===== src/rtl/ctrl_seq_pkg.sv =====
// ctrl_seq_pkg -- shared definitions for the ctrl_seq instruction sequencer.
//   opcode_e   : 3-bit opcode encoding of the 8-bit instruction word
//   state_e    : sequencer FSM states
//   *_LSB/*_W  : instruction field positions and widths
//   writes_reg : opcodes that commit a result to the register file
package ctrl_seq_pkg;

   localparam int INSTR_W = 8;   // minimum width holding opcode/dest/imm fields
   localparam int OP_LSB  = 5;
   localparam int OP_W    = 3;
   localparam int RD_LSB  = 3;
   localparam int RD_W    = 2;
   localparam int IMM_LSB = 0;
   localparam int IMM_W   = 3;

   typedef enum logic [OP_W-1:0] {
      OP_NOP = 3'b000,
      OP_LDI = 3'b001,
      OP_ADD = 3'b010,
      OP_SUB = 3'b011,
      OP_AND = 3'b100,
      OP_OR  = 3'b101,
      OP_JMP = 3'b110,
      OP_HLT = 3'b111
   } opcode_e;

   typedef enum logic [2:0] {
      S_IDLE   = 3'd0,
      S_FETCH  = 3'd1,
      S_DECODE = 3'd2,
      S_EXEC   = 3'd3,
      S_HALT   = 3'd4
   } state_e;

   // NOP, JMP and HLT leave the register file untouched.
   function automatic logic writes_reg(input opcode_e op);
      return (op != OP_NOP) && (op != OP_JMP) && (op != OP_HLT);
   endfunction

endpackage


===== src/rtl/ctrl_seq_imm_ext.sv =====
// imm_ext -- zero-extends the 3-bit immediate field to the datapath width.
//   field_i : instruction immediate field
//   imm_o   : field_i zero-extended to N bits
module imm_ext
   import ctrl_seq_pkg::*;
#(
   parameter int N = 8
) (
   input  logic [IMM_W-1:0] field_i,
   output logic [N-1:0]     imm_o
);

   assign imm_o = {{(N-IMM_W){1'b0}}, field_i};

endmodule


===== src/rtl/ctrl_seq.sv =====
// ctrl_seq -- multi-cycle instruction sequencer (IDLE/FETCH/DECODE/EXEC/HALT).
//   clk, rst_n       : clock, synchronous active-low reset
//   start            : leaves IDLE
//   instr/instr_valid: program-memory response, accepted only in FETCH
//   fetch_req, pc    : fetch request and address
//   alu_op/imm/reg_sel/reg_we : decoded controls to ALU and register file
//   busy, halted, err: status
// Optional build macro CTRL_SEQ_WDT_EN adds a fetch watchdog: after
// FETCH_TIMEOUT idle FETCH cycles the sequencer halts with a sticky err.
module ctrl_seq
   import ctrl_seq_pkg::*;
#(
   parameter int N             = 8,
   parameter int FETCH_TIMEOUT = 15
) (
   input  logic         clk,
   input  logic         rst_n,
   input  logic         start,
   input  logic [N-1:0] instr,
   input  logic         instr_valid,
   output logic         fetch_req,
   output logic [N-1:0] pc,
   output logic [2:0]   alu_op,
   output logic [N-1:0] imm,
   output logic [1:0]   reg_sel,
   output logic         reg_we,
   output logic         busy,
   output logic         halted,
   output logic         err
);

   if ((N < INSTR_W) || (FETCH_TIMEOUT < 1)) begin : g_bad_cfg
      $error("ctrl_seq: N must be >= 8 and FETCH_TIMEOUT >= 1");
   end

   state_e       state_q, state_d;
   logic [N-1:0] pc_q, pc_d;
   logic [N-1:0] ir_q, ir_d;
   opcode_e      op_w;
   logic [N-1:0] imm_w;
   logic         wdt_fire;

   // Decoded fields come straight from the latched instruction, so they are
   // stable from DECODE through EXEC and read 0 after reset.
   assign op_w    = opcode_e'(ir_q[OP_LSB +: OP_W]);
   assign alu_op  = ir_q[OP_LSB +: OP_W];
   assign reg_sel = ir_q[RD_LSB +: RD_W];
   assign imm     = imm_w;
   assign pc      = pc_q;

   imm_ext #(.N(N)) u_imm_ext (
      .field_i (ir_q[IMM_LSB +: IMM_W]),
      .imm_o   (imm_w)
   );

`ifdef CTRL_SEQ_WDT_EN
   localparam int WDT_W = $clog2(FETCH_TIMEOUT + 1);

   logic [WDT_W-1:0] wdt_q, wdt_d;
   logic             err_q, err_d;

   // Counts consecutive FETCH cycles without instr_valid; fires on the
   // FETCH_TIMEOUT-th such cycle.
   assign wdt_fire = (state_q == S_FETCH) && !instr_valid &&
                     (wdt_q == WDT_W'(FETCH_TIMEOUT - 1));

   always_comb begin
      wdt_d = '0;
      if ((state_q == S_FETCH) && !instr_valid)
         wdt_d = wdt_q + WDT_W'(1);
      err_d = err_q | wdt_fire;
   end

   always_ff @(posedge clk) begin
      if (!rst_n) begin
         wdt_q <= '0;
         err_q <= 1'b0;
      end else begin
         wdt_q <= wdt_d;
         err_q <= err_d;
      end
   end

   assign err = err_q;
`else
   assign wdt_fire = 1'b0;
   assign err      = 1'b0;
`endif

   // State register
   always_ff @(posedge clk) begin
      if (!rst_n) state_q <= S_IDLE;
      else        state_q <= state_d;
   end

   // Next-state logic
   always_comb begin
      state_d = state_q;
      case (state_q)
         S_IDLE:   if (start) state_d = S_FETCH;
         S_FETCH: begin
            if (instr_valid)   state_d = S_DECODE;
            else if (wdt_fire) state_d = S_HALT;
         end
         S_DECODE: state_d = S_EXEC;
         S_EXEC:   state_d = (op_w == OP_HLT) ? S_HALT : S_FETCH;
         S_HALT:   state_d = S_HALT;
         default:  state_d = S_IDLE;
      endcase
   end

   // Outputs
   always_comb begin
      fetch_req = 1'b0;
      reg_we    = 1'b0;
      busy      = 1'b0;
      halted    = 1'b0;
      case (state_q)
         S_FETCH: begin
            fetch_req = 1'b1;
            busy      = 1'b1;
         end
         S_DECODE: busy = 1'b1;
         S_EXEC: begin
            busy   = 1'b1;
            reg_we = writes_reg(op_w);
         end
         S_HALT:  halted = 1'b1;
         default: ;
      endcase
   end

   // Datapath: instruction latch and program counter
   always_comb begin
      ir_d = ir_q;
      pc_d = pc_q;
      if ((state_q == S_FETCH) && instr_valid)
         ir_d = instr;
      if (state_q == S_EXEC) begin
         case (op_w)
            OP_JMP:  pc_d = pc_q + imm_w + N'(1);
            OP_HLT:  pc_d = pc_q;
            default: pc_d = pc_q + N'(1);
         endcase
      end
   end

   always_ff @(posedge clk) begin
      if (!rst_n) begin
         pc_q <= '0;
         ir_q <= '0;
      end else begin
         pc_q <= pc_d;
         ir_q <= ir_d;
      end
   end

endmodule


===== config.mk =====
export PLATFORM = sky130hd
export DESIGN_NAME = ctrl_seq
export DESIGN_NICKNAME = d
export VERILOG_FILES = /design/src/rtl/ctrl_seq_pkg.sv /design/src/rtl/ctrl_seq_imm_ext.sv /design/src/rtl/ctrl_seq.sv
export SDC_FILE = /design/constraint.sdc
export NUM_CORES = 1
export LEC_CHECK = 0
export CAP_MARGIN = 15
export CORE_ASPECT_RATIO = 1.1
export CORE_MARGIN = 2
export CORE_UTILIZATION = 50
export DETAILED_ROUTE_END_ITERATION = 8
export PLACE_DENSITY = 0.82
export SLEW_MARGIN = 25
export SYNTH_ARGS = -nofsm -noshare
export SYNTH_HDL_FRONTEND = slang
export SYNTH_HIERARCHICAL = 1
export SYNTH_SLANG_ARGS = --single-unit

===== constraint.sdc =====
create_clock -name clk -period 2.75 [get_ports clk]
set_input_delay 0.55 -clock clk [delete_from_list [all_inputs] [get_ports clk]]
set_output_delay 0.55 -clock clk [all_outputs]
set_load 0.01 [all_outputs]

* Word-level counts from Yosys, hierarchy flattened
Cells that the tools add are included.
** Storage, ports and cells
- Output and inout port bits :: 26
- Input port bits :: 12
- Register bits after elaboration :: 19
** Cells by class
- Equality and inequality tests :: 10
- Bitwise operators :: 1
- Mux-type cells :: 9
- Add/sub/neg operators :: 3
- Reduce and logical (&&, ||, !) cells :: 8
** Operator list (count)
- $add A8 B1 Y8 const B :: 2
- $pmux W8 S2 :: 1
- $pmux W3 S5 :: 1
- $eq A3 B3 Y1 const B :: 3
- $mux W3 :: 3
- $add A8 B3 Y8 :: 1
- $eq A3 B2 Y1 const B :: 2
- $ne A3 B3 Y1 const B :: 2
- $mux W1 :: 4
- $ne A2 B2 Y1 const B :: 2
- $reduce_and A2 Y1 :: 2
- $eq A3 B1 Y1 const B :: 1
- $logic_and A1 B1 Y1 :: 3
- $logic_not A3 Y1 :: 1
- $reduce_bool A3 Y1 :: 1
- $reduce_or A3 Y1 :: 1
- $not A1 Y1 :: 1

* Longest topological paths before layout
Gate-level depths: netlist of the first run.
- Word-level depth :: 4
- Mapped depth :: 10
- Depth with buffers taken out :: 9

* By module
The synthesis of the first run kept the hierarchy.
** By module, submodules not included
- ctrl_seq :: area an instance 1356.3 um^2, cells an instance 158, instances 1, seq. area each 380.4 um^2
- imm_ext :: area an instance 63.8 um^2, cells an instance 9, instances 1, seq. area each 0.0 um^2

* Worst setup path after synthesis of the first run
No wires, ideal clock.
- Path type :: flip-flop to flip-flop
- From :: reg pc_q[0], in the netlist pc[0]
- To :: reg pc_q[6], in the netlist pc[6]
- Required time :: 2.627 ns
- Data arrival time :: 1.691 ns
- Cell stages (with the launch flop) :: 10
- Library setup time :: 0.123 ns
- Slack :: 0.936 ns
- Path through :: dfxtp_1 inv_1 ha_1 fa_1 nor2b_1 o21ai_1 nand2b_1 a2111oi_0 a31oi_1 o21ai_1
** On the way
- Cells in the longest elaborated chain, start to end :: 3
- Elaborated cells on any way between the ends :: 4
** RTL lines
- start: declaration :: RTL line ctrl_seq.sv:37 : logic [N-1:0] pc_q, pc_d;
- start signal: assignment :: RTL line ctrl_seq.sv:153 : pc_q <= pc_d;
- $add A8 B3 Y8 :: RTL line ctrl_seq.sv:141 : OP_JMP: pc_d = pc_q + imm_w + N'(1);
- $add A8 B1 Y8 :: RTL line ctrl_seq.sv:141
- $pmux W8 S2 * :: RTL line ctrl_seq.sv:140 : case (op_w)
Every way passes the cells marked *; elsewhere a longest branch is shown, timed or not.
A chain may end at the register's enable or synchronous reset.

* Final worst setup path of the first run
- From :: reg state_q[0]
- To :: out reg_we
** On the way
- Cells in the longest elaborated chain, start to end :: 2
** RTL lines
- start: declaration :: RTL line ctrl_seq.sv:36 : state_e state_q, state_d;
- start signal: assignment :: RTL line ctrl_seq.sv:93 : else state_q <= state_d;
- $eq A3 B2 Y1 :: RTL line ctrl_seq.sv:118 : case (state_q)
- $mux W1 :: RTL line ctrl_seq.sv:118
- end: declaration :: RTL line ctrl_seq.sv:26 : output logic reg_we,
Every way passes these cells.

==> results of run 1 <==
-- flip-flops by register name (all words and copies together), names as in the netlist --
signal,flops
state_q,3
ir_q,8
pc,8
-- per-layer routing --
layer	vias to the layer above	wire (um)
met1	569	1320
met4	0	24
met5	-	0
met2	45	1510
li1	610	-
met3	2	196
-- cells by family after synthesis --
kind of cell	after synthesis	synth area share
AOI/OAI and AO/OA	41	0.190
other	2	0.00529
DFF	19	0.268
adders and majority gates	9	0.0846
and+or+nand+nor	55	0.219
xor gates and xnor gates	4	0.0247
muxes	11	0.0784
buffers and inverters	26	0.130
-- worst min-delay path, cell delays in order (launching register included) --
cell and delay (ns):
dfxtp_1 0.32, mux2i_1 0.12, nor2b_1 0.06
-- final timing paths --
kind | from | to | slack [ns] | cells past startpoint
min reg2reg | ir_q[3] | ir_q[3] | 0.53 | 2
min | ir_q[3] | ir_q[3] | 0.53 | 2
max reg2reg | pc[1] | pc[5] | 0.79 | 7
max | state_q[0] | reg_we | 0.47 | 3
-- final cells by class --
cell class	count	area (um2)
clock buffers	4	26.3
fillers	251	1080
inverters	6	22.5
multi-input cells	126	870
flip-flops and latches	19	380
well taps	33	41.3
repair buffers	31	310
-- cells in the mapped netlist (all sizes together) (3+ instances only) --
library cell	instances
nand2b	5
nand2	8
o21ai	11
a31oi	3
buf	18
nor2	11
ha	8
dfxtp	19
nor3	4
nand3	6
inv	6
nor2b	11
o211ai	3
a21oi	9
mux2i	10
-- layout by cell type, fill, tap and decap left out, types with 2 or more instances in the layout --
cell             synthesis  routed
a21o_1                   2       2
a21oi_1                  9       9
a31oi_1                  3       3
and2_1                   2       2
clkbuf_4                 0       3
clkdlybuf4s50_1          0      31
conb_1                   2       6
dfxtp_1                 19      19
ha_1                     8       8
inv_1                    6       6
mux2i_1                 10      10
nand2_1                  8       8
nand2b_1                 5       5
nand3_1                  6       6
nor2_1                  11      11
nor2b_1                 11      11
nor3_1                   4       4
o211a_1                  2       2
o211ai_1                 3       3
o21a_1                   2       2
o21ai_0                  9       9
o21ai_1                  2       2
xnor2_1                  2       2
xor2_1                   2       2
-- power by group through the flow --
stage          Combinational [mW]  Clock, mW  Sequential (mW)
2_1_floorplan              0.0792          0            0.301
3_3_place_gp                0.102          0            0.303
3_5_place_dp                0.105          0            0.304
4_1_cts                     0.106      0.144            0.298
5_1_grt                     0.116      0.157            0.300
6_report                    0.106      0.146            0.298
==> qor.yml, run 1 <==
pwr-share-clk: 0.265
synthArstFlopShare: 0
cellPowerDensity_mw_per_mm2: 333
crit_buf_inv: 1
comb_power_share: 0.193
grt_max_degree: 22
place.gp.congestion: 0.794
hp-class: "reg2reg"
end_kind: "output pin"
grt_first_pass_wirelength_um: 4930
fin_skew_ns: 0.0111
synth_top_cell_by_area: "dfxtp_1"
critPathTopFamily: "buffers and inverters"
portBuffers: 31
stdcell_area_mm2: 0.00165
p_total_mw: 0.550
io_pins: 38
setup_ws_ns: 0.470
synthDominantCellAreaShare: 0.268
slew_violations: 0
cp.arrival_ns: 1.73
intPower_mw: 0.399
dieArea_mm2: 0.00328
wl_um: 3050
synthTopCellsByArea: "dfxtp_1, buf_4, ha_1"
setup_violations: 0
drv_cap: 0
dp_cells: 215
switching_power_mw: 0.150
syn_area_mm2: 0.00142
wl_per_cell_um: 13.9
min_period_over_period: 0.829
clkTransAtPathRegs_ns: 0.11
start_util: 0.521
min_period_ns: 2.28
drive_gt1_frac: 0.0376
tns_ns: 0
grt_use_total: 0.204
path_class: "reg2out"
worst_pin_slew_ns: 0.625
status: "completed"
grt_pass1_vias: 1146
cts_setup_buffers: 0
ant_nets: 0
route.vias.total: 1226
start_kind: "flop"
syn_to_final_growth_pct: 16.2
ys_warn_count: 6
critPathSlowestCell: "clkdlybuf4s50_1"
cts_root_buf: "clkbuf_4"
ys_seq_area_frac: 0.268
fmax_mhz: 439
via_per_inst: 5.60
leakagePower_nw: 0.664
swShare: 0.274
maxSlewHeadroom: 0.582
seq_power_share: 0.542
cts_resized: 0
rsz0062_at_grt: "no"
ys.flop_type: "dfxtp_1"
first_pass_iters: 4
placedInstanceArea_mm2: 0.00162
cts_htree_levels: 1
postLayoutCoreUtil: 0.605
syn_area_per_cell_um2: 8.50
die_w_um: 54.8
met2_usage: 0.340
top_usage_layer: "met2"
postSynthCellCount: 167
antenna_found_initial: 0
fp.dieH_um: 59.9
drc: 0
peakVddDrop_mv: 0.178
cts_tree: "yes"
n_antenna_cell: 0
hold_viol_final: 0
synth_edf_count: 0
use_met1: 0.259
coreArea_mm2: 0.00273
dp_slack_ns: 0.771
max_stage_delay_ns: 0.56
crit_fanout: 7
netlist-cell-type-count: 46
required_ns: 2.20
clock-sinks: 19
finalNonFillerCells: 219
cts_buffers: 3
rows: 20
use_met3: 0.0350
ys_seq_elements: 19
path_cells: "nand3b_4 > nor3_1 > clkdlybuf4s50_1"
drt_iter0_drc: 33
nNetsFinal: 208
whs_ns: 0.534
cts-hold-fix-buffers: 0
grt_overflow: 0
hpwl_um: 2260
clockBufferDepth: 2
insertion_delay_ns: 0.31
Power figures use the tool's default switching activity.
==> inputs of run 2 (changes only) <==
--- a/config.mk
+++ b/config.mk
@@ -8,9 +8,9 @@
 export CAP_MARGIN = 15
 export CORE_ASPECT_RATIO = 1.1
 export CORE_MARGIN = 2
-export CORE_UTILIZATION = 50
+export CORE_UTILIZATION = 44
 export DETAILED_ROUTE_END_ITERATION = 8
-export PLACE_DENSITY = 0.82
+export PLACE_DENSITY = 0.77
 export SLEW_MARGIN = 25
 export SYNTH_ARGS = -nofsm -noshare
 export SYNTH_HDL_FRONTEND = slang
==> constraint.sdc (replaced) <==
create_clock -name clk -period 1.9 [get_ports clk]
set_input_delay 0.38 -clock clk [delete_from_list [all_inputs] [get_ports clk]]
set_output_delay 0.38 -clock clk [all_outputs]
set_load 0.01 [all_outputs]
==> qor.yml, run 2 (synthesized netlist as in run 1, its figures left out) <==
grt_max_degree: 14  # -36%
crit_fanout: 3  # -4
portBuffers: 31  # unchanged
end_kind: "flop"
slew_violations: 0  # unchanged
grt_pass1_vias: 1219  # +6.4%
start_kind: "flop"
switching_power_mw: 0.225  # +49%
ant_nets: 0  # unchanged
n_antenna_cell: 0  # unchanged
min_period_ns: 1.86
reg2reg_depth: 9  # +2
grt_overflow: 0  # unchanged
first_pass_iters: 5  # +1
critPathSlowestCell: "fa_2"
hpwl_um: 2450  # +8.4%
swShare: 0.277  # +0.00312
cts_buffers: 3  # unchanged
maxSlewHeadroom: 0.647  # +0.0646
seq_power_share: 0.530  # -0.012
nNetsFinal: 217  # +4.3%
cp.depth: 9  # +6
clkTransAtPathRegs_ns: 0.11  # about the same
whs_ns: 0.514  # -0.0194 ns
route.vias.total: 1268  # +3.4%
top_usage_layer: "met2"
met2_usage: 0.324  # -0.0163
worst_pin_slew_ns: 0.530  # -0.0950 ns
use_met1: 0.232  # -0.0277
critPathTopFamily: "adder cells"
cts_tree: "yes"
io_pins: 38  # unchanged
grt_first_pass_wirelength_um: 5420  # +9.8%
stdcell_area_mm2: 0.00176  # +6.4%
cts_htree_levels: 1  # unchanged
p_total_mw: 0.811  # +48%
fillers: 284  # +13%
layout_common_cells: "clkdlybuf4s50_1, dfxtp_1, nor2_1, nor2b_1, mux2i_1"
min_period_over_period: 0.981
syn_to_final_growth_pct: 23.7
path_cells: "inv_1 > ha_4 > fa_2 > nor2b_1 > o21ai_1 > nand2b_1 > xor2_1 > o21ai_0 > a21oi_1"
start_util: 0.462  # -0.0587
wl_um: 3290  # +7.8%
hold_viol_final: 0  # unchanged
fin_skew_ns: 0.0109  # -0.000240 ns
r2r_setup_slack_ns: 0.04  # -0.75 ns
cts_root_buf: "clkbuf_4"
wl_per_cell_um: 14.4  # +3.1%
clock-sinks: 19  # unchanged
rows: 21  # +5.0%
antenna_found_initial: 0  # unchanged
drc: 0  # unchanged
place.gp.congestion: 0.936  # +18%
clockBufferDepth: 2  # unchanged
path_class: "reg2reg"
peakVddDrop_mv: 0.349  # +97%
drt_iter0_drc: 73  # +120%
use_met3: 0.0123  # -0.0227
hp-class: "reg2reg"
rr_startpoint: "pc[0]"
drv_cap: 0  # unchanged
critPathCapture: "pc[4]"
finalNonFillerCells: 229  # +4.6%
cp.arrival_ns: 2.08  # +0.35 ns
required_ns: 2.11  # -0.09 ns
die_w_um: 58.2  # +6.1%
max_stage_delay_ns: 0.36  # -0.20 ns
status: "completed"
worstSetupStartpoint: "pc[0]"
coreArea_mm2: 0.00307  # +13%
via_per_inst: 5.54  # -1.1%
crit_buf_inv: 1  # unchanged
placedInstanceArea_mm2: 0.00169  # +3.8%
leakagePower_nw: 0.740  # +11%
grt_use_total: 0.186  # -0.0171
reg2reg_to: "pc[4]"
pwr-share-clk: 0.264  # about the same
fmax_mhz: 536
comb_power_share: 0.206  # +0.013
intPower_mw: 0.587  # +47%
insertion_delay_ns: 0.31  # about the same
cts-hold-fix-buffers: 0  # unchanged
dp_cells: 224  # +4.2%
cellPowerDensity_mw_per_mm2: 462  # +39%
fp.dieH_um: 63.6  # +6.2%
drive_gt1_frac: 0.133  # +0.0957
dieArea_mm2: 0.00370  # +13%
mostFrequentLayoutCell: "clkdlybuf4s50_1"
setup_violations: 0  # unchanged
==> run 2: changes by cell type in the layout (fill, tap and decap cells not counted), sizes merged <==
cell / previous run / this run
clkdlybuf4s50: 31 / 28
buf: 0 / 9
dlygate4sd2: 0 / 2
dlymetal6s2s: 0 / 1
==> run 2: worst min path at each step <==
stage | start | cells after the start | slack [ns] | to
6_report | state_q[0] | 1 | 0.51 | state_q[0]
5_1_grt | state_q[0] | 1 | 0.55 | state_q[0]
4_1_cts | ir_q[3] | 2 | 0.54 | ir_q[3]
3_5_place_dp | ir_q[4] | 2 | 0.51 | ir_q[4]
3_3_place_gp | ir_q[3] | 2 | 0.50 | ir_q[3]
2_1_floorplan | ir_q[0] | 2 | 0.48 | ir_q[0]
==> run 2: worst register-to-register path, stage by stage, from the launching register on <==
cell and delay, ns:
dfxtp_1 0.35, inv_1 0.07, ha_4 0.17, fa_2 0.36, nor2b_1 0.12, o21ai_1 0.07, nand2b_1 0.16, xor2_1 0.16
o21ai_0 0.11, a21oi_1 0.22
==> run 2: area by class of cell <==
| type | count | area, um2 | area share |
|---|---|---|---|
| Clock buffer | 4 | 26.3 | 0.0150 |
| Inverter | 6 | 22.5 | 0.0128 |
| Multi-Input combinational cell | 126 | 897 | 0.511 |
| Sequential cell | 19 | 390 | 0.222 |
| Tap cell | 34 | 42.5 | 0.0242 |
| Timing Repair Buffer | 40 | 378 | 0.215 |
==> run 2: layer usage <==
layer / part of all wire / routed length [um]
met5: 0 / 0
met2: 0.50 / 1650
met3: 0.050 / 164
met4: 0.040 / 130
met1: 0.41 / 1340
==> run 2: power groups by stage <==
stage	combinational (mW)	clock, mW	sequential, mW
after floorplan	0.115	0	0.435
after global placement	0.156	0	0.436
after detailed placement	0.160	0	0.437
after CTS	0.161	0.221	0.429
after global routing	0.183	0.234	0.433
final	0.167	0.214	0.430
==> run 2: what timing repair did <==
| item | 4_1_cts | 5_1_grt |
|---|---|---|
| pin swaps | 0 | 4 |
| gates cloned | 0 | 0 |
| setup endpoints to repair | 5 | 6 |
| gates resized for setup | 5 | 12 |
| hold endpoints to repair | 0 | 0 |
| setup buffers | 0 | 1 |
==> run 2: through the flow <==
stage	setup TNS, ns	util	worst slack (ns)
after floorplan	0	-	0.0856
after global placement	0	0.548	0.0593
after detailed placement	-0.0283	0.548	-0.0283
after CTS	0	0.557	0.0166
after global routing	-0.0817	0.571	-0.0817
final	0	0.571	0.0360
==> inputs of run 3 (changes only) <==
--- a/config.mk
+++ b/config.mk
@@ -8,9 +8,10 @@
 export CAP_MARGIN = 15
 export CORE_ASPECT_RATIO = 1.1
 export CORE_MARGIN = 2
-export CORE_UTILIZATION = 44
+export CORE_UTILIZATION = 45
+export CTS_BUF_LIST = sky130_fd_sc_hd__clkbuf_2
 export DETAILED_ROUTE_END_ITERATION = 8
-export PLACE_DENSITY = 0.77
+export PLACE_DENSITY = 0.78
 export SLEW_MARGIN = 25
 export SYNTH_ARGS = -nofsm -noshare
 export SYNTH_HDL_FRONTEND = slang
==> qor.yml, run 3 (synthesized netlist as in run 1, its figures left out) <==
dieArea_mm2: 0.00362  # -2.1%
drive_gt1_frac: 0.138  # +0.00442
required_ns: 1.52  # -0.59 ns
critPathTopFamily: "buffers and inverters"
hold_viol_final: 0  # unchanged
start_util: 0.470  # +0.00803
path_class: "reg2out"
p_total_mw: 0.787  # -3.1%
min_period_over_period: 0.951  # -0.0302
drt_iter0_drc: 52  # -29%
antenna_found_initial: 0  # unchanged
via_per_inst: 5.50  # -0.67%
critPathSlowestCell: "clkdlybuf4s50_1"
max_stage_delay_ns: 0.59  # +0.23 ns
start_kind: "flop"
status: "completed"
cts_root_buf: "clkbuf_2"
cts-hold-fix-buffers: 0  # unchanged
grt_first_pass_wirelength_um: 5490  # +1.3%
nNetsFinal: 218  # +0.46%
rows: 21  # unchanged
hp-class: "reg2reg"
crit_fanout: 7  # +4
mostFrequentLayoutCell: "clkdlybuf4s50_1"
portBuffers: 31  # unchanged
cellPowerDensity_mw_per_mm2: 450  # -2.6%
clkTransAtPathRegs_ns: 0.20  # +0.09 ns
setup_violations: 0  # unchanged
first_pass_iters: 4  # -1
grt_max_degree: 14  # unchanged
grt_pass1_vias: 1239  # +1.6%
grt_overflow: 0  # unchanged
min_period_ns: 1.81  # -0.0574 ns
rsz0062_at_grt: "yes"
fmax_mhz: 554  # +3.2%
syn_to_final_growth_pct: 23.1
path_cells: "clkdlybuf4s50_1"
dp_slack_ns: -0.0172  # +0.0111 ns
wl_um: 3240  # -1.6%
place.gp.congestion: 0.812  # -13%
n_antenna_cell: 0  # unchanged
crit_buf_inv: 1  # unchanged
hpwl_um: 2500  # +2.1%
layout_common_cells: "clkdlybuf4s50_1, dfxtp_1, nor2_1, nor2b_1"
ant_nets: 0  # unchanged
clockBufferDepth: 2  # unchanged
leakagePower_nw: 0.736  # -0.60%
fin_skew_ns: 0.0111  # +0.000204 ns
cts_htree_levels: 1  # unchanged
route.vias.total: 1265  # -0.24%
io_pins: 38  # unchanged
peakVddDrop_mv: 0.233  # -33%
cts_buffers: 3  # unchanged
wl_per_cell_um: 14.1  # -2.0%
slew_violations: 0  # unchanged
clock-sinks: 19  # unchanged
setup_ws_ns: 0.0935  # +0.0574 ns
die_w_um: 57.6  # -1.0%
cp.arrival_ns: 1.43  # -0.65 ns
insertion_delay_ns: 0.32  # about the same
fp.dieH_um: 62.9  # -1.0%
drc: 0  # unchanged
end_kind: "output pin"
cts_tree: "yes"
drv_cap: 0  # unchanged
grt_use_total: 0.190  # +0.00385
coreArea_mm2: 0.00302  # -1.7%
run 3: cell count changes in the layout (fill, tap and decap cells not counted), sizes merged:
| cell | previous run | this run |
|---|---|---|
| clkbuf | 4 | 3 |
| clkinv | 0 | 1 |
| buf | 9 | 10 |
| dlygate4sd2 | 2 | 3 |
| dlymetal6s2s | 1 | 0 |
run 3: repair_timing:
action | CTS | global route
setup endpoints to repair | 6 | 6
pin swaps | 0 | 1
gates resized for setup | 8 | 9
setup buffers | 2 | 1
hold endpoints to repair | 0 | 0
run 3: per-stage QoR:
stage	hold slack, ns	area (um2)	std cells	utilization	TNS [ns]
6_report	0.541	1750	230	0.578	0
5_1_grt	0.572	1750	230	0.578	-0.0464
4_1_cts	0.546	1720	229	0.569	0
3_5_place_dp	0.506	1680	223	0.555	-0.0172
3_3_place_gp	0.496	1680	223	0.555	0
2_1_floorplan	0.484	1440	171	-	0
run 3: area by class of cell:
type                            instances  area [um2]
Clock buffer                            3        15.0
Clock inverter                          1        5.00
Fill cell                             289        1270
Inverter                                6        22.5
Multi-Input combinational cell        126         890
Sequential cell                        19         392
Tap cell                               34        42.5
Timing Repair Buffer                   41         382
run 3: layer usage:
layer / global-route usage / vias up / wire length (um)
met2: 0.358 / 37 / 1650
met1: 0.219 / 588 / 1400
met3: 0.0166 / 5 / 141
met4: 0.0610 / 0 / 50
met5: 0 / - / 0
li1: - / 635 / -
run 3: power breakdown:
part           total, mW  switching, mW  internal [mW]
Combinational      0.175         0.0805         0.0949
Sequential         0.426         0.0134          0.413
Clock              0.185          0.137         0.0477
Total              0.787          0.231          0.555
run 3: worst paths after layout:
path,startpoint,endpoint,slack (ns),cells past startpoint
setup / recovery,pc[5],pc[5],0.09,1
hold reg to reg,ir_q[4],ir_q[4],0.54,2
setup reg to reg,pc[1],pc[5],0.11,7
hold / removal,ir_q[4],ir_q[4],0.54,2
